**config.mk**
```make
export PLATFORM = sky130hd
export DESIGN_NAME = led_sout_deserializer
export DESIGN_NICKNAME = d
export VERILOG_FILES = /design/src/rtl/led_drv_pkg.sv /design/src/rtl/led_ctrl_field_decode.sv /design/src/rtl/led_sout_deserializer.sv
export SDC_FILE = /design/constraint.sdc
export NUM_CORES = 2
export LEC_CHECK = 0
export BUFFER_PORTS_ARGS = -buffer_cell sky130_fd_sc_hd__buf_2
export CORE_MARGIN = 2
export CORE_UTILIZATION = 57
export DETAILED_ROUTE_END_ITERATION = 8
export PLACE_DENSITY = 0.84
export REMOVE_ABC_BUFFERS = 1
export SETUP_SLACK_MARGIN = 0.05
export SLEW_MARGIN = 20
export SYNTH_ARGS = -nofsm -noshare
export SYNTH_HDL_FRONTEND = slang
export SYNTH_SLANG_ARGS = --single-unit
```
**constraint.sdc**
```tcl
create_clock -name TESTCLK -period 2.38 [get_ports TESTCLK]
set_input_delay 0.357 -clock TESTCLK [delete_from_list [all_inputs] [get_ports TESTCLK]]
set_output_delay 0.357 -clock TESTCLK [all_outputs]
set_load 0.02 [all_outputs]
```
**src/rtl/led_drv_pkg.sv**
```systemverilog
// led_drv_pkg: constants and types shared by the LED-driver serial blocks.
//   LATCH_SIZE           bits per driver latch frame (MSB = latch-select)
//   NUM_DRIVERS_CHAINED  frames expected between two LAT pulses
//   *_LSB                bit offsets of the control-frame fields
//   ctrl_fields_t        decoded control-frame fields
//   dc_mismatch()        1 when any dot-correction field differs from field 0
package led_drv_pkg;

    localparam int LATCH_SIZE          = 769;
    localparam int NUM_DRIVERS_CHAINED = 2;

    localparam int DC_W     = 7;
    localparam int DC_NUM   = 48;
    localparam int MC_W     = 3;
    localparam int BC_W     = 7;
    localparam int FC_W     = 5;

    localparam int MC_LSB   = 336;
    localparam int BC_LSB   = 345;
    localparam int FC_LSB   = 366;
    localparam int LSEL_BIT = 768;

    typedef struct packed {
        logic [MC_W-1:0] mc_r;
        logic [MC_W-1:0] mc_g;
        logic [MC_W-1:0] mc_b;
        logic [BC_W-1:0] gbc_r;
        logic [BC_W-1:0] gbc_g;
        logic [BC_W-1:0] gbc_b;
        logic [FC_W-1:0] fc;
    } ctrl_fields_t;

    // Dot-correction fields occupy bits DC_NUM*DC_W-1:0; a healthy control
    // frame written by the transmitter carries the same value in every field.
    function automatic logic dc_mismatch(input logic [LATCH_SIZE-1:0] d);
        logic m;
        m = 1'b0;
        for (int i = 1; i < DC_NUM; i++) begin
            if (d[i*DC_W +: DC_W] != d[DC_W-1:0]) m = 1'b1;
        end
        return m;
    endfunction

endpackage

```
**src/rtl/led_ctrl_field_decode.sv**
```systemverilog
// led_ctrl_field_decode: purely combinational slicing of a control frame.
//   frame_data  in   LATCH_SIZE  assembled latch frame
//   fields      out  ctrl_fields_t  mc / gbc / fc fields
//   dc_err      out  1           dot-correction fields are not uniform
module led_ctrl_field_decode
    import led_drv_pkg::*;
(
    input  logic [LATCH_SIZE-1:0] frame_data,
    output ctrl_fields_t          fields,
    output logic                  dc_err
);

    always_comb begin
        fields.mc_r  = frame_data[MC_LSB          +: MC_W];
        fields.mc_g  = frame_data[MC_LSB + MC_W   +: MC_W];
        fields.mc_b  = frame_data[MC_LSB + 2*MC_W +: MC_W];
        fields.gbc_r = frame_data[BC_LSB          +: BC_W];
        fields.gbc_g = frame_data[BC_LSB + BC_W   +: BC_W];
        fields.gbc_b = frame_data[BC_LSB + 2*BC_W +: BC_W];
        fields.fc    = frame_data[FC_LSB          +: FC_W];
    end

    assign dc_err = dc_mismatch(frame_data);

    // Bits above the FC field (incl. latch-select) carry nothing to decode.
    logic unused_hi;
    assign unused_hi = ^frame_data[LATCH_SIZE-1:FC_LSB+FC_W];

endmodule

```
**src/rtl/led_sout_deserializer.sv**
```systemverilog
// led_sout_deserializer: rebuilds latch frames from the returned LED-driver
// daisy chain (SDI/SCLK/LAT, all launched in the TESTCLK domain), MSB first.
//   TESTCLK, nReset   clock, synchronous active-low reset
//   SCLK, LAT, SDI    serial line; SCLK/LAT are edge-detected, not clocks
//   frame_data/valid/idx/is_ctrl   last completed frame and its pulse
//   latch_valid/latch_count        LAT event pulse and wrapping count
//   err_partial/err_frames/err_clr sticky framing errors and their clear
// Optional macro LED_CTRL_DECODE_EN adds registered control-frame fields
// (mc_r/g/b, gbc_r/g/b, fc, dc_err), loaded on each control frame.
module led_sout_deserializer #(
    parameter int LATCH_SIZE          = led_drv_pkg::LATCH_SIZE,
    parameter int NUM_DRIVERS_CHAINED = led_drv_pkg::NUM_DRIVERS_CHAINED,
    parameter int CNT_W               = 16
) (
    input  logic                  TESTCLK,
    input  logic                  nReset,
    input  logic                  SCLK,
    input  logic                  LAT,
    input  logic                  SDI,
    output logic [LATCH_SIZE-1:0] frame_data,
    output logic                  frame_valid,
    output logic [1:0]            frame_idx,
    output logic                  frame_is_ctrl,
    output logic                  latch_valid,
    output logic [CNT_W-1:0]      latch_count,
    output logic                  err_partial,
    output logic                  err_frames,
    input  logic                  err_clr
`ifdef LED_CTRL_DECODE_EN
    ,
    output logic [2:0]            mc_r,
    output logic [2:0]            mc_g,
    output logic [2:0]            mc_b,
    output logic [6:0]            gbc_r,
    output logic [6:0]            gbc_g,
    output logic [6:0]            gbc_b,
    output logic [4:0]            fc,
    output logic                  dc_err
`endif
);

    import led_drv_pkg::*;

    localparam int BIT_W = $clog2(LATCH_SIZE);

    logic                  sclk_q, lat_q;
    logic                  sclk_rise, lat_rise;
    logic [LATCH_SIZE-1:0] shreg, shreg_sh;
    logic [BIT_W-1:0]      bit_cnt, bit_cnt_sh;
    logic [1:0]            frm_cnt, frm_cnt_sh;
    logic                  frame_done;

    assign sclk_rise = SCLK & ~sclk_q;
    assign lat_rise  = LAT  & ~lat_q;

    // State after this cycle's shift only. LAT checks look at these values so
    // a bit arriving together with LAT is counted before the checks run.
    always_comb begin
        shreg_sh   = shreg;
        bit_cnt_sh = bit_cnt;
        frm_cnt_sh = frm_cnt;
        frame_done = 1'b0;
        if (sclk_rise) begin
            shreg_sh = {shreg[LATCH_SIZE-2:0], SDI};
            if (bit_cnt == BIT_W'(LATCH_SIZE-1)) begin
                frame_done = 1'b1;
                bit_cnt_sh = '0;
                if (frm_cnt != 2'd3) frm_cnt_sh = frm_cnt + 2'd1;
            end else begin
                bit_cnt_sh = bit_cnt + 1'b1;
            end
        end
    end

    always_ff @(posedge TESTCLK) begin
        if (!nReset) begin
            sclk_q  <= 1'b0;
            lat_q   <= 1'b0;
            shreg   <= '0;
            bit_cnt <= '0;
            frm_cnt <= '0;
        end else begin
            sclk_q <= SCLK;
            lat_q  <= LAT;
            if (lat_rise) begin
                shreg   <= '0;
                bit_cnt <= '0;
                frm_cnt <= '0;
            end else begin
                shreg   <= shreg_sh;
                bit_cnt <= bit_cnt_sh;
                frm_cnt <= frm_cnt_sh;
            end
        end
    end

    always_ff @(posedge TESTCLK) begin
        if (!nReset) begin
            frame_data    <= '0;
            frame_valid   <= 1'b0;
            frame_idx     <= '0;
            frame_is_ctrl <= 1'b0;
            latch_valid   <= 1'b0;
            latch_count   <= '0;
            err_partial   <= 1'b0;
            err_frames    <= 1'b0;
        end else begin
            frame_valid <= frame_done;
            latch_valid <= lat_rise;
            if (frame_done) begin
                frame_data    <= shreg_sh;
                frame_idx     <= frm_cnt;
                frame_is_ctrl <= shreg_sh[LATCH_SIZE-1];
            end
            if (lat_rise) latch_count <= latch_count + CNT_W'(1);
            // Clear first, set last: a new error beats a same-cycle clear.
            err_partial <= (err_partial & ~err_clr) |
                           (lat_rise & (bit_cnt_sh != '0));
            err_frames  <= (err_frames & ~err_clr) |
                           (lat_rise & (frm_cnt_sh != 2'(NUM_DRIVERS_CHAINED)));
        end
    end

`ifdef LED_CTRL_DECODE_EN
    ctrl_fields_t dec_fields;
    logic         dec_dc_err;

    led_ctrl_field_decode u_decode (
        .frame_data (frame_data),
        .fields     (dec_fields),
        .dc_err     (dec_dc_err)
    );

    // Loaded while frame_valid is high, so the fields appear one cycle later.
    always_ff @(posedge TESTCLK) begin
        if (!nReset) begin
            mc_r   <= '0;
            mc_g   <= '0;
            mc_b   <= '0;
            gbc_r  <= '0;
            gbc_g  <= '0;
            gbc_b  <= '0;
            fc     <= '0;
            dc_err <= 1'b0;
        end else if (frame_valid && frame_is_ctrl) begin
            mc_r   <= dec_fields.mc_r;
            mc_g   <= dec_fields.mc_g;
            mc_b   <= dec_fields.mc_b;
            gbc_r  <= dec_fields.gbc_r;
            gbc_g  <= dec_fields.gbc_g;
            gbc_b  <= dec_fields.gbc_b;
            fc     <= dec_fields.fc;
            dc_err <= dec_dc_err;
        end
    end
`endif

endmodule

```
==> key figures <==
Synthesis
  • Ys async rst share: 0%
  • Post-synth cell types: 36
  • Post-synth top cells: nand2_1 (3,091), dfxtp_1 (1,573), a21oi_1 (773), a21boi_1 (769), clkbuf_1 (414)
  • Sequential area share after synthesis: 56.0%
  • Most frequent cell after synthesis: nand2_1
  • Top cell type by total area after synthesis: dfxtp_1
  • Cells after synthesis: 6,844
  • Yosys reg bits: 1,573
  • Top-area cell type share of the netlist area: a little under three fifths
  • Top_reg_cell synth: dfxtp_1
  • Number of enable flip-flop cells after synthesis: 0
  • Mapped Area: around 56,000 um^2
  • YS warnings: 0
  • Syn_area_per_cell: 8.21 um^2
  • Synth area leaders: dfxtp_1 (56%), nand2_1 (21%), a21boi_1 (10%), a21oi_1 (6.9%), clkbuf_1 (2.8%)

Timing
  • Clock Skew: approximately 0.033 ns
  • Tcrit/Tclk final: 95.4%
  • Slew headroom: 47.4%
  • Total Neg Setup Slack: 0 ns
  • Worst-Margin Slew: 0.790 ns
  • Final setup viols: 0
  • Max Transition Viols Final: 0
  • Hold slack: 0.395 ns
  • Crit path time final: 2.27 ns
  • Unrepaired setup endpoints after global routing: no
  • Max Clk Rate: roughly 440 MHz
  • Final hold vios: 0

Routing
  • Via Count: 49.1k
  • Routed WL: about 160 mm
  • Drt via density: 5.56
  • First-pass detailed-route iteration total: 8
  • Antenna-violating nets left: 0
  • DR WL/cell: between 15 and 20 um
  • Remaining DRCs: 0
  • Starting DRT DRC Count: between 4k and 5k

Setup path
  • Crit start category: register
  • CP arrival: 2.92 ns
  • Req. time, crit path: about 3 ns
  • Worst setup EP type: register
  • Top fanout value on the critical path: 40
  • Crit path kind: register to register

Floorplan
  • Die footprint: 101,000 um^2
  • Io pins: 798
  • Initial core utilization: 57.4%
  • DIE WIDTH: 318 um
  • Die height: 318 um
  • Core region area: 98,000 um^2
  • Row count: 115

Clock tree
  • TritonCTS clock tree: built
  • Worst-skew pair later-pin latency: 0.77 ns
  • # H-tree levels: 4
  • Clock Pin Slew Worst Setup and Hold Paths: 0.06 ns
  • CTS Buffer Depth: 3
  • CTS sink count: 1,573
  • Cell chosen for the clock root: clkbuf_16
  • CTS Buf Count: 153

Min path
  • Worst min path class: primary input to register

Flow run
  • Max Cap Viol: 0

Pwr
  • Worst vdd ir: 0.000707 V
  • Cell internal pwr: 41,200 uW
  • Leakage: 0.0244 uW
  • Proportion of power drawn by flip-flops and latches: 50.0%
  • Comb pwr share: around 2.7%
  • Power Density: 794 nW/um^2
  • Net Sw Frac: 21.9%
  • P_sw: 11,500 uW
  • Clk pwr share: 47.3%

GRT
  • Initial antenna violation count: 2
  • Largest net degree at the start of global routing: between 150 and 200
  • First-pass GRT wire length: 239 mm
  • Overall routing resource usage: 28.8%
  • Overflow after GRT: 0
  • Vias in the first global route: around 46k

Final layout
  • Final #Nets: roughly 7.4k
  • Syn-to-layout area delta: 18.1%
  • Post-route insts no fill: 8,827
  • Final Instance Area: 66,400 um^2
  • Share of layout cells above drive strength 1: 15.7%

Placement
  • Placed Cells incl. Taps: 8,534
  • HPWL Detailed: around 100 mm
  • GPL Wtd Cong: 0.860
  • Port Buffers: 797
  • DP Area: 60,800 um^2

Run status
  • Status: finished clean
==> cell usage in the layout, fill, tap and decap left out, drive strengths merged, types with 4 or more instances in the layout <==
master,count
nand2,3091
dfxtp,1573
buf,926
a21oi,773
a21boi,772
clkbuf,223
clkinv,26
and2,19
nor2,16
xnor2,15
bufinv,13
nand3,12
inv,12
clkinvlp,9
xor2,8
nor3,6
nand4,5
dlygate4sd3,5
diode,4
nor2b,4
nand2b,4
==> sequential cells by signal (all words and copies together) (netlist names), 2 cells and up <==
| signal | cells |
|---|---|
| frm_cnt | 2 |
| latch_count | 16 |
| bit_cnt | 10 |
| shreg | 768 |
| frame_data | 769 |
| frame_idx | 2 |
==> what timing repair did <==
item | in CTS | in global routing
hold endpoints to repair | 33 | 0
hold buffers | 5 | 0
buffers inserted | 0 | 3
endpoints found under the setup margin | 0 | 111
gates resized for setup | 0 | 19
==> routing by layer <==
metal | routed length (um) | vias up | global-route usage [%]
li1 | - | 23110 | -
met1 | 60500 | 23414 | 34.9
met2 | 73900 | 2099 | 47.5
met3 | 12100 | 474 | 6.26
met4 | 8800 | 2 | 16.7
met5 | 13 | - | 0
==> final cells by class <==
class	instances	area (um^2)
inverter	2	7.51
multi-input combinational	4749	22100
fill	7285	31600
clock inverter	58	778
tap	1287	1610
antenna	4	10.0
timing repair buffer	937	5970
sequential	1573	31500
clock buffer	217	4420
==> through the flow <==
stage	power [uW]	util, %	worst slack [ns]
after global placement	28300	62.1	0.212
after CTS	52800	67.4	0.0827
final	52700	67.7	0.110
after floorplan	27700	-	-79.89
after detailed placement	28300	62.1	0.160
after global routing	54100	67.7	0.00899
==> final timing paths <==
path | from | to | slack (ns) | cells past startpoint
hold / removal | LAT | lat_q$_SDFF_PN0_ | 0.39 | 3
setup / recovery | bit_cnt[4]$_SDFF_PP0_ | frame_data[740]$_SDFFE_PN0P_ | 0.11 | 8
hold reg to reg | shreg[219]$_SDFF_PP0_ | frame_data[220]$_SDFFE_PN0P_ | 0.45 | 2
setup reg to reg | bit_cnt[4]$_SDFF_PP0_ | frame_data[740]$_SDFFE_PN0P_ | 0.11 | 8
==> cell families (layout without fill, tap and decap cells) <==
family | count (synthesis) | in the layout | share of synthesized area, %
muxes | 1 | 1 | 0.0178
xor gates and xnor gates | 23 | 23 | 0.358
buffers and inverters | 522 | 1214 | 4.77
AOI/OAI and AO/OA | 1552 | 1552 | 17.3
adders and majority gates | 3 | 3 | 0.0668
DFF | 1573 | 1573 | 56.0
other | 0 | 4 | 0
and+or+nand+nor | 3170 | 3170 | 21.5
==> critical path: stages (launching register included) <==
cell and delay [ns]:
dfxtp_1 0.32, or4_4 0.55, nor4_4 0.24, buf_4 0.22, nand2_8 0.11, buf_16 0.22, buf_16 0.23, nand2_1 0.11
a21boi_1 0.08
==> power by group through the flow <==
stage               logic, uW  clock network, uW  registers (uW)
CTS                      1410              25100           26300
floorplan                 737                  0           26900
global route             1510              26200           26300
detailed placement       1390                  0           26900
finish                   1420              24900           26300
global placement         1390                  0           26900
Power figures use the tool's default switching activity.
